### src/rtl/cg_ptw_pkg.sv
// Shared types and default widths for the page-table-walker arbiter.
// Requesters and the walker use the request/response structs at the default widths.
package cg_ptw_pkg;

  localparam int PTW_NUM_REQ = 2;
  localparam int PTW_VADDR_W = 39;
  localparam int PTW_PADDR_W = 56;
  localparam int PTW_ASID_W  = 16;
  localparam int PTW_TIMEOUT = 1024;

  typedef enum logic [2:0] {
    S_IDLE,
    S_ISSUE,
    S_WAIT,
    S_RESP,
    S_DRAIN
  } ptw_state_e;

  typedef struct packed {
    logic [PTW_VADDR_W-1:0] vaddr;
    logic [PTW_ASID_W-1:0]  asid;
  } ptw_req_t;

  typedef struct packed {
    logic [PTW_PADDR_W-1:0] paddr;
    logic                   fault;
  } ptw_rsp_t;

  function automatic int idx_w(input int n);
    return (n > 1) ? $clog2(n) : 1;
  endfunction

endpackage

### src/rtl/cg_rr_arbiter.sv
// Combinational round-robin pick: first set request at or after ptr, wrapping.
// Produces both a one-hot grant and its binary index.
module cg_rr_arbiter #(
  parameter int NUM_REQ = 2,
  parameter int IDX_W   = 1
) (
  input  logic [NUM_REQ-1:0] req,
  input  logic [IDX_W-1:0]   ptr,
  output logic [NUM_REQ-1:0] grant,
  output logic [IDX_W-1:0]   grant_idx
);

  int   cand;
  logic found;

  always_comb begin
    grant     = '0;
    grant_idx = '0;
    found     = 1'b0;
    cand      = 0;
    for (int i = 0; i < NUM_REQ; i++) begin
      cand = (int'(ptr) + i) % NUM_REQ;
      if (!found && req[IDX_W'(cand)]) begin
        found                  = 1'b1;
        grant[IDX_W'(cand)]    = 1'b1;
        grant_idx              = IDX_W'(cand);
      end
    end
  end

endmodule

### src/rtl/cg_ptw_arbiter.sv
// Shares one page-table walker among NUM_REQ TLB miss requesters with round-robin
// arbitration, a walk timeout and a flush/drain path; all outputs are registered.
module cg_ptw_arbiter
  import cg_ptw_pkg::*;
#(
  parameter int NUM_REQ        = PTW_NUM_REQ,
  parameter int VADDR_WIDTH    = PTW_VADDR_W,
  parameter int PADDR_WIDTH    = PTW_PADDR_W,
  parameter int ASID_WIDTH     = PTW_ASID_W,
  parameter int TIMEOUT_CYCLES = PTW_TIMEOUT
) (
  input  logic                                  i_clk,
  input  logic                                  i_rstn,
  input  logic [NUM_REQ-1:0]                    i_req_miss,
  input  logic [NUM_REQ-1:0][VADDR_WIDTH-1:0]   i_req_vaddr,
  input  logic [NUM_REQ-1:0][ASID_WIDTH-1:0]    i_req_asid,
  output logic [NUM_REQ-1:0]                    o_rsp_valid,
  output logic [PADDR_WIDTH-1:0]                o_rsp_paddr,
  output logic                                  o_rsp_fault,
  output logic                                  o_ptw_req,
  output logic [VADDR_WIDTH-1:0]                o_ptw_vaddr,
  output logic [ASID_WIDTH-1:0]                 o_ptw_asid,
  input  logic                                  i_ptw_ready,
  input  logic                                  i_ptw_valid,
  input  logic [PADDR_WIDTH-1:0]                i_ptw_paddr,
  input  logic                                  i_ptw_fault,
  input  logic                                  i_flush,
  output logic                                  o_busy
);

  localparam int IW = idx_w(NUM_REQ);
  localparam int CW = $clog2(TIMEOUT_CYCLES + 1);
  localparam logic [CW-1:0] CNT_LAST = CW'(TIMEOUT_CYCLES - 1);
  localparam logic [CW-1:0] CNT_MAX  = CW'(TIMEOUT_CYCLES);

  ptw_state_e               state_q, state_d;
  logic [IW-1:0]            ptr_q;
  logic [NUM_REQ-1:0]       gnt_q;
  logic [CW-1:0]            cnt_q;
  logic [NUM_REQ-1:0]       pick_onehot;
  logic [IW-1:0]            pick_idx;
  logic [IW-1:0]            ptr_next;
  logic                     expired;
  logic                     grant_now;
  logic                     rsp_load;
  logic [PADDR_WIDTH-1:0]   rsp_paddr_d;
  logic                     rsp_fault_d;

  cg_rr_arbiter #(
    .NUM_REQ (NUM_REQ),
    .IDX_W   (IW)
  ) u_rr (
    .req       (i_req_miss),
    .ptr       (ptr_q),
    .grant     (pick_onehot),
    .grant_idx (pick_idx)
  );

  assign expired  = (cnt_q == CNT_LAST);
  assign ptr_next = (pick_idx == IW'(NUM_REQ - 1)) ? '0 : pick_idx + IW'(1);

  always_comb begin
    state_d     = state_q;
    grant_now   = 1'b0;
    rsp_load    = 1'b0;
    rsp_paddr_d = '0;
    rsp_fault_d = 1'b0;
    case (state_q)
      S_IDLE: begin
        if (|i_req_miss) begin
          grant_now = 1'b1;
          state_d   = S_ISSUE;
        end
      end
      S_ISSUE: begin
        // An accepted request must be drained even when flushed in the same cycle.
        if (i_ptw_ready)  state_d = i_flush ? S_DRAIN : S_WAIT;
        else if (i_flush) state_d = S_IDLE;
      end
      S_WAIT: begin
        if (i_flush) begin
          state_d = S_DRAIN;
        end else if (i_ptw_valid) begin
          state_d     = S_RESP;
          rsp_load    = 1'b1;
          rsp_paddr_d = i_ptw_paddr;
          rsp_fault_d = i_ptw_fault;
        end else if (expired) begin
          state_d     = S_RESP;
          rsp_load    = 1'b1;
          rsp_fault_d = 1'b1;
        end
      end
      S_RESP:  state_d = S_IDLE;
      S_DRAIN: if (i_ptw_valid || expired) state_d = S_IDLE;
      default: state_d = S_IDLE;
    endcase
  end

  always_ff @(posedge i_clk or negedge i_rstn) begin
    if (!i_rstn) begin
      state_q     <= S_IDLE;
      ptr_q       <= '0;
      gnt_q       <= '0;
      cnt_q       <= '0;
      o_rsp_valid <= '0;
      o_rsp_paddr <= '0;
      o_rsp_fault <= 1'b0;
      o_ptw_req   <= 1'b0;
      o_ptw_vaddr <= '0;
      o_ptw_asid  <= '0;
      o_busy      <= 1'b0;
    end else begin
      state_q <= state_d;
      if (grant_now) begin
        ptr_q       <= ptr_next;
        gnt_q       <= pick_onehot;
        o_ptw_vaddr <= i_req_vaddr[pick_idx];
        o_ptw_asid  <= i_req_asid[pick_idx];
      end
      // Counter restarts while issuing and saturates rather than wrapping.
      if (state_q == S_ISSUE)
        cnt_q <= '0;
      else if ((state_q == S_WAIT || state_q == S_DRAIN) && cnt_q != CNT_MAX)
        cnt_q <= cnt_q + CW'(1);
      o_ptw_req   <= (state_d == S_ISSUE);
      o_busy      <= (state_d != S_IDLE);
      o_rsp_valid <= rsp_load ? gnt_q : '0;
      if (rsp_load) begin
        o_rsp_paddr <= rsp_paddr_d;
        o_rsp_fault <= rsp_fault_d;
      end
    end
  end

endmodule
### config.mk
export PLATFORM = sky130hd
export DESIGN_NAME = cg_ptw_arbiter
export DESIGN_NICKNAME = d
export VERILOG_FILES = /design/src/rtl/cg_ptw_pkg.sv /design/src/rtl/cg_rr_arbiter.sv /design/src/rtl/cg_ptw_arbiter.sv
export SDC_FILE = /design/constraint.sdc
export NUM_CORES = 1
export LEC_CHECK = 0
export CAP_MARGIN = 0
export CORE_AREA = 8 8 142 118
export CTS_CLUSTER_SIZE = 30
export DETAILED_ROUTE_END_ITERATION = 6
export DIE_AREA = 0 0 150 126
export HOLD_SLACK_MARGIN = 0.12
export PLACE_DENSITY_LB_ADDON = 0.12
export SLEW_MARGIN = 20
export SYNTH_ARGS = -nofsm -noshare
export SYNTH_HDL_FRONTEND = slang
export SYNTH_SLANG_ARGS = --single-unit
### constraint.sdc
create_clock -name i_clk -period 5.4 [get_ports i_clk]
set_input_delay 0.54 -clock i_clk [delete_from_list [all_inputs] [get_ports i_clk]]
set_output_delay 0.54 -clock i_clk [all_outputs]
set_load 0.02 [all_outputs]
==> results.txt, run 1 <==
status: finished clean
DP HPWL: 13.9 mm
Initial Utilization: 0.388
port bufs: 288
Layout area overhead: 62.0%
switching pwr: 0.00193 W
n_diodes: 0
largest net degree at the start of global routing: 114
CTS tree: built
Hold Slack: 0.206 ns
CTS sink cnt: 131
final worst slack: 2.95 ns
Mean Syn Cell Area: 11.5 µm²
DR top layer: met4
slew margin rel.: 0.315
Die Y: 126 µm
final setup TNS: 0 ns
post-CTS setup buffers: 0
later-pin clock latency in the skew report: 0.41 ns
root buffer cell: clkbuf_16
DRC errors left: 0
met3 WL: 1.87 mm
fin crit share: 0.454
Filler Cells Inserted: 1137
Yosys cell types: 47
Yosys warnings: 0
Sw Share: 0.370
fraction of layout cells with a size suffix above 1: 0.0480
CP Max Fanout: 31
number of synthesized flops with an enable pin: 0
TritonRoute pass-1 iters: 4
Worst setup EP type: flip-flop
Setup CP Type: reg2reg
most frequent cells in the layout: 287 x clkdlybuf4s50_1, 131 x dfrtp_1, 69 x nor2_1
first-pass GRT wire length: 28.6 mm
IO Pins: 290
number of cell rows: 40
Worst Path Arrival: 2.75 ns
via count of the routed design: 4820
CTS buffer count: 17
FMAX: 408 MHz
Synth Instances: 488
GPL Wtd Cong: 0.810
die area: 0.0189 mm²
fin nets: 937
Gate power share: 0.473
DIE WIDTH: 150 µm
post-CTS resize count: 0
most common cell after layout, fill and taps aside: clkdlybuf4s50_1
DR iter-0 viols: 226
area of the multi-input gates: 0.00213 mm²
Flop pwr share: 0.322
Pwr Density: 572 mW/mm²
worst slew pin tran: 1.03 ns
post-synthesis cell area: 0.00563 mm²
Seq/Total Area, Yosys: 0.582
synthesized net count: 664
Crit Reg-Reg Endpoint: o_rsp_paddr[29]
core box area: 0.0145 mm²
Pint: 0.00328 W
final hold vios: 0
Final Slew Violations: 0
dpl ws: 2.76 ns
Hold Buf Count CTS: 0
Clock Power Share: 0.205
M1 wire length: 7.71 mm
setup slack, reg-to-reg: 2.95 ns
via density per instance: 5.02
grt ovf: 0
Final Setup Violations: 0
Post-synth top flop: dfrtp_1
vias in the first global route: 5044
Met2 Routed Length: 8.79 mm
unrepaired setup endpoints after global routing: false
Routed WL per cell: 19.3 µm
maxcap violations: 0
Worst R2R Path Depth: 6
ANT nets after route: 0
type of the most critical hold path: in2async
antenna violations before repair: 0
Routed Wire Length: 18.5 mm
Worst-path clk slew: 0.06 ns
CTS max path bufs: 2
Yosys reg bits: 131
Max VDD drop: 0.299 mV
Register Area: 0.00328 mm²
clk_skew: 0.00866 ns
Total GRT Usage: 0.194
H-tree depth: 4
CP Data Required Time: 5.70 ns
asr flop ratio synth: 1.00
RR Startpoint: cnt_q[0]
minimum clock period: 2.45 ns
Leak: 3.97 nW
crit path launch type: flip-flop
[state kept, by name, indices dropped and copies added (netlist names)]
signal and count:
cnt_q 11, gnt_q 1, o_busy 1, o_ptw_asid 16
o_ptw_req 1, o_ptw_vaddr 39, o_rsp_fault 1, o_rsp_paddr 56
o_rsp_valid 1, ptr_q 1, state_q 3
[cells in the mapped netlist, drive strengths merged, types with 2 or more instances]
master,instances,area [µm²]
dfrtp,131,3280
nand2b,2,12.5
clkbuf,11,41.3
a21oi,61,305
nor2,69,259
o22ai,2,12.5
nand4b,2,17.5
or3,3,18.8
o21ai,4,23.8
nor3,7,51.3
nor4,6,43.8
inv,9,33.8
nand2,9,33.8
mux2i,55,551
nand4,3,25.0
a22o,56,490
xnor2,7,61.3
o32a,2,20.0
buf,26,165
ha,2,25.0
a31oi,3,18.8
[cell families after synthesis]
logic type | count (synthesis) | share of synthesized area
buffers and inverters | 46 | 0.0427
XOR/XNOR | 7 | 0.0109
adder cells (fa/ha/maj) | 2 | 0.00444
other | 1 | 0.000666
multiplexers | 55 | 0.0978
AND/OR/NAND/NOR | 108 | 0.0915
flip-flops | 131 | 0.582
AO/OA/AOI/OAI | 138 | 0.170
[critical path, stage by stage (launching register included)]
cell and delay [ns]:
dfrtp_1 0.43, ha_1 0.26, nand4_2 0.20, nor4_2 0.47
o21ai_4 0.32, buf_4 0.35, a22o_1 0.28
[power groups by stage]
stage	Combinational [W]	Sequential, W	Clock [W]
after floorplan	0.000805	0.00215	0
after global placement	0.00245	0.00168	0
after detailed placement	0.00250	0.00169	0
after CTS	0.00250	0.00168	0.00110
after global routing	0.00263	0.00174	0.00114
final	0.00247	0.00168	0.00107
[worst max-delay path by stage]
stage	slack, ns	from	to	depth (start not counted)
finish	2.95	cnt_q[0]	o_rsp_paddr[29]	6
global placement	2.86	i_flush	o_rsp_fault	4
floorplan	3.64	cnt_q[0]	o_rsp_paddr[48]	7
detailed placement	2.76	i_flush	o_rsp_fault	4
global route	2.77	state_q[2]	o_ptw_vaddr[8]	5
CTS	2.87	state_q[2]	o_rsp_paddr[29]	4
[cell type report]
cell class	instances	share of cell area
clock inverters	7	0.00933
inverters	9	0.00370
repair buffers	291	0.318
multi-input cells	311	0.234
well taps	189	0.0259
clock buffers	22	0.0498
flip-flops and latches	131	0.359
[per-layer routing]
layer | track usage | up-vias
li1 | - | 2311
met1 | 0.236 | 2297
met2 | 0.307 | 200
met3 | 0.0902 | 12
met4 | 0.0440 | 0
met5 | 0 | -
[through the flow]
stage                util  cells  instance area [µm²]  total power [W]
finish              0.628    960                 9120          0.00522
floorplan               -    488                 5630          0.00296
global placement    0.591    931                 8580          0.00413
detailed placement  0.591    931                 8580          0.00419
global route        0.628    960                 9120          0.00552
CTS                 0.628    960                 9120          0.00529
Power figures use the tool's default switching activity.
==> inputs of run 2 (changes only) <==
- clock period: 5.4 -> 2.43 ns (I/O delays scaled with it)
==> run 2 against run 1 <==
Net effect: total power is 130% higher; utilization is 1.4 points higher; via count is 1.9% higher; clock-buffer cell count is 4 lower; critical endpoint unchanged; fmax is 20% higher; worst setup slack worse by 2.6 ns; non-clock buffer count is 10 higher; cell count is 1.4% higher; cell area is 2.3% higher; hold slack better by 0.16 ns; critical path depth is 1 lower; clock power is 140% higher.
==> results.txt, run 2 (synthesized netlist as in run 1, its figures left out) <==
status: finished clean
max reg flops: 56
fin crit share: 0.839
n_diodes: 0
slew margin rel.: 0.532
final hold vios: 0
core box area: 0.0145 mm²
Clock Power Share: 0.212
grt met1 use: 0.230
worst slew pin tran: 0.698 ns
unrepaired setup endpoints after global routing: false
Max VDD drop: 0.682 mV
DIE WIDTH: 150 µm
CTS buffer count: 17
DRC errors left: 0
clk_skew: 0.0132 ns
Leak: 4.05 nW
minimum clock period: 2.04 ns
Routed Wire Length: 19.0 mm
Setup CP Type: reg2reg
DR iter-0 viols: 307
CP Data Required Time: 2.79 ns
final worst slack: 0.390 ns
Pint: 0.00741 W
port bufs: 288
Area after DPL: 0.00874 mm²
Worst Path Arrival: 2.40 ns
vias in the first global route: 5228
type of the most critical hold path: in2async
die area: 0.0189 mm²
crit path launch type: flip-flop
CTS tree: built
Post-Layout Inst Area: 0.00933 mm²
area of the multi-input gates: 0.00213 mm²
Register Area: 0.00328 mm²
TritonRoute pass-1 iters: 7
via count of the routed design: 4912
Largest Register: o_rsp_paddr
maxcap violations: 0
switching pwr: 0.00447 W
via density per instance: 5.05
Die Y: 126 µm
CTS sink cnt: 131
root buffer cell: clkbuf_16
largest net degree at the start of global routing: 70
Routed WL per cell: 19.5 µm
fin nets: 947
Hold Slack: 0.369 ns
Flop pwr share: 0.315
CP Max Fanout: 57
Final Setup Violations: 0
final setup TNS: 0 ns
first-pass GRT wire length: 29.2 mm
Pwr Density: 1270 mW/mm²
GRT met3 Usage: 0.0927
Initial Utilization: 0.388
Sw Share: 0.376
Total GRT Usage: 0.201
Worst-path clk slew: 0.06 ns
top flop regs: o_rsp_paddr (56), o_ptw_vaddr (39), o_ptw_asid (16)
fraction of layout cells with a size suffix above 1: 0.0663
DP HPWL: 14.5 mm
Filler Cells Inserted: 1158
setup slack, reg-to-reg: 0.39 ns
Gate power share: 0.473
CTS max path bufs: 2
number of cell rows: 40
grt ovf: 0
Worst setup EP type: flip-flop
most frequent cells in the layout: 287 x clkdlybuf4s50_1, 131 x dfrtp_1, 69 x nor2_1
H-tree depth: 4
Final Slew Violations: 0
most common cell after layout, fill and taps aside: clkdlybuf4s50_1
Layout area overhead: 65.7%
antenna violations before repair: 0
IO Pins: 290
later-pin clock latency in the skew report: 0.43 ns
FMAX: 490 MHz
met2 Use GR: 0.325
GR peak layer: met2
dpl ws: 0.423 ns
GPL Wtd Cong: 0.847
ANT nets after route: 0
## run 2: cell types whose count changed in the layout (fill, tap and decap cells not counted)
cell and delta:
buf_12 +7, clkinv_4 +4, clkbuf_1 -3, clkinv_2 -3
clkinvlp_4 +3, inv_6 +3, buf_4 +2, and2_2 +1
and2_4 -1, clkbuf_8 -1, dlygate4sd3_1 +1
## run 2: stage by stage
stage / utilization / power (W) / cells
2_1_floorplan: - / 0.00657 / 488
3_3_place_gp: 0.602 / 0.00931 / 940
3_5_place_dp: 0.602 / 0.00944 / 940
4_1_cts: 0.643 / 0.0120 / 973
5_1_grt: 0.643 / 0.0126 / 973
6_report: 0.643 / 0.0119 / 973
## run 2: final cells by class
class | instances | area share
Clock inverter | 14 | 0.0165
Clock buffer | 18 | 0.0460
Inverter | 9 | 0.00362
Timing Repair Buffer | 301 | 0.329
Multi-Input combinational cell | 311 | 0.228
Sequential cell | 131 | 0.351
Tap cell | 189 | 0.0253
## run 2: routing by layer
metal  vias up  part of all wire
met4         0             0.017
li1       2326                 -
met3        26              0.11
met5         -                 0
met1      2338              0.40
met2       222              0.48
## run 2: power groups by stage
stage / Combinational [W] / Clock (W) / Sequential, W
after floorplan: 0.00179 / 0 / 0.00478
after global routing: 0.00601 / 0.00268 / 0.00386
after CTS: 0.00570 / 0.00257 / 0.00374
after detailed placement: 0.00569 / 0 / 0.00374
after global placement: 0.00558 / 0 / 0.00373
final: 0.00561 / 0.00252 / 0.00374
## run 2: repair_timing
item / 4_1_cts / 5_1_grt
endpoints found under the hold margin: 40 / 0
setup buffers: 0 / 0
hold buffers: 1 / 0
gates resized for setup: 0 / 0
## run 2: critical path: stages, from the launching register on
cell and delay [ns]:
dfrtp_1 0.53, or2_1 0.43, nor3b_2 0.32, and2_2 0.22
buf_12 0.24, a22o_1 0.19
## run 2: path summary, 6_finish.rpt
path | start | end | cells after the start
setup / recovery | state_q[2] | o_rsp_paddr[29] | 5
min in group i_clk | i_ptw_fault | o_rsp_fault | 3
setup reg to reg | state_q[2] | o_rsp_paddr[29] | 5
max in group asynchronous | i_rstn | o_rsp_paddr[39] | 3
hold / removal | i_rstn | o_ptw_vaddr[7] | 2
hold reg to reg | o_rsp_paddr[16] | o_rsp_paddr[16] | 1
==> inputs of run 3 (changes only) <==
- clock period: 2.43 -> 2.05 ns (I/O delays scaled with it)
==> run 3 against run 2 <==
Net effect: critical path depth is 1 higher; global-route usage fell by 0.21 points; wire length about the same; total power rose by 20%; clock skew decreased by 0.0080 ns; hold slack got worse by 0.18 ns.
==> results.txt, run 3 (synthesized netlist as in run 1, its figures left out) <==
status: finished clean
most frequent cells in the layout: 287 x clkdlybuf4s50_1, 131 x dfrtp_1, 69 x nor2_1
GR peak layer: met2
GRT met3 Usage: 0.0845
Slowest cell on crit path: dfrtp_1
TritonRoute pass-1 iters: 5
Final Setup Violations: 0
antenna violations before repair: 0
CP Max Fanout: 58
DP HPWL: 14.5 mm
most common cell after layout, fill and taps aside: clkdlybuf4s50_1
Filler Cells Inserted: 1146
later-pin clock latency in the skew report: 0.41 ns
Total GRT Usage: 0.199
post-CTS setup buffers: 0
die area: 0.0189 mm²
crit path launch type: flip-flop
Worst-path clk slew: 0.06 ns
worst-path cell chain: ha_1 -> nand4_2 -> nor4_4 -> o21ai_4 -> buf_12 -> a22o_1
core box area: 0.0145 mm²
via count of the routed design: 4920
Final Slew Violations: 0
Routed Wire Length: 19.0 mm
CTS buffer count: 17
first-pass GRT wire length: 29.3 mm
root buffer cell: clkbuf_16
final core occ: 0.646
Area after DPL: 0.00874 mm²
worst slew pin tran: 0.480 ns
DRC errors left: 0
n_diodes: 0
CTS sink cnt: 131
number of instances in the placed design: 944
IO Pins: 290
DR iter-0 viols: 292
Layout area overhead: 66.5%
CP max stage delay: 0.44 ns
H-tree depth: 4
Routed WL per cell: 19.4 µm
slew margin rel.: 0.672
port bufs: 288
clk_skew: 0.00514 ns
Max VDD drop: 0.782 mV
final hold vios: 0
Post-Layout Inst Area: 0.00938 mm²
maxcap violations: 0
top flop regs: o_rsp_paddr (56), o_ptw_vaddr (39), o_ptw_asid (16)
Leak: 4.08 nW
Worst setup EP type: flip-flop
met2 Use GR: 0.329
max reg flops: 56
fin nets: 951
CTS tree: built
grt met1 use: 0.237
CP Data Required Time: 2.34 ns
Largest Register: o_rsp_paddr
type of the most critical hold path: in2async
fin crit share: 0.954
Layout Cells excl Fill: 977
FMAX: 511 MHz
CTS max path bufs: 2
DIE WIDTH: 150 µm
Worst Path Arrival: 2.25 ns
via density per instance: 5.04
Setup CP Type: reg2reg
Die Y: 126 µm
ANT nets after route: 0
largest net degree at the start of global routing: 114
vias in the first global route: 5242
fraction of layout cells with a size suffix above 1: 0.0698
Initial Utilization: 0.388
minimum clock period: 1.96 ns
Pwr Density: 1520 mW/mm²
grt ovf: 0
GPL Wtd Cong: 0.816
number of cell rows: 40
run 3: repair_timing:
item                                    in CTS  in global routing
endpoints found under the setup margin       0                 55
hold endpoints to repair                   131                  0
hold buffers                                 1                  0
resized for setup                            0                  1
run 3: metrics by stage:
step                      worst slack [ns]  total power (W)  hold slack (ns)  TNS (ns)
after global placement               0.169           0.0110           0.0719         0
after CTS                           0.0690           0.0144            0.188         0
after floorplan                      0.285          0.00778          -0.0906         0
after global routing              -0.00284           0.0150            0.203  -0.00323
after detailed placement            0.0739           0.0112           0.0704         0
final                               0.0938           0.0143            0.193         0
run 3: final timing paths:
check | start | end | slack, ns | cells after the start
worst max-delay path | cnt_q[0] | o_rsp_paddr[40] | 0.09 | 6
worst min-delay path | i_rstn | o_ptw_vaddr[7] | 0.19 | 2
worst max register to register | cnt_q[0] | o_rsp_paddr[40] | 0.09 | 6
worst min register to register | o_rsp_paddr[16] | o_rsp_paddr[16] | 0.50 | 1
max in group asynchronous | i_rstn | cnt_q[7] | 1.10 | 3
min in group i_clk | i_ptw_fault | o_rsp_fault | 0.34 | 3
run 3: power breakdown:
| group | switching [W] | leakage (nW) | internal [W] |
|---|---|---|---|
| combinational | 0.00348 | 2.18 | 0.00325 |
| clock | 0.00112 | 0.293 | 0.00203 |
| sequential | 0.000636 | 1.60 | 0.00373 |
| total | 0.00524 | 4.08 | 0.00901 |
run 3: cell type report:
class,instances,area [µm²],area share
sequential,131,3280,0.350
tap,189,236,0.0252
inverter,9,33.8,0.00360
timing repair buffer,305,3070,0.328
clock inverter,13,184,0.0196
clock buffer,19,433,0.0462
multi-input combinational,311,2140,0.228
run 3: critical path, delay by kind of cell (launching register included):
kind                     cells  cell delay, ns
AND/OR/NAND/NOR              2            0.52
flip-flops                   1            0.44
AO/OA/AOI/OAI                2            0.37
adder cells (fa/ha/maj)      1            0.27
buffers and inverters        1            0.20
run 3: routing by layer:
layer  vias up  part of all wire
met4         0            0.0036
met5         -                 0
met3         5             0.094
met1      2362              0.41
li1       2339                 -
met2       214              0.49
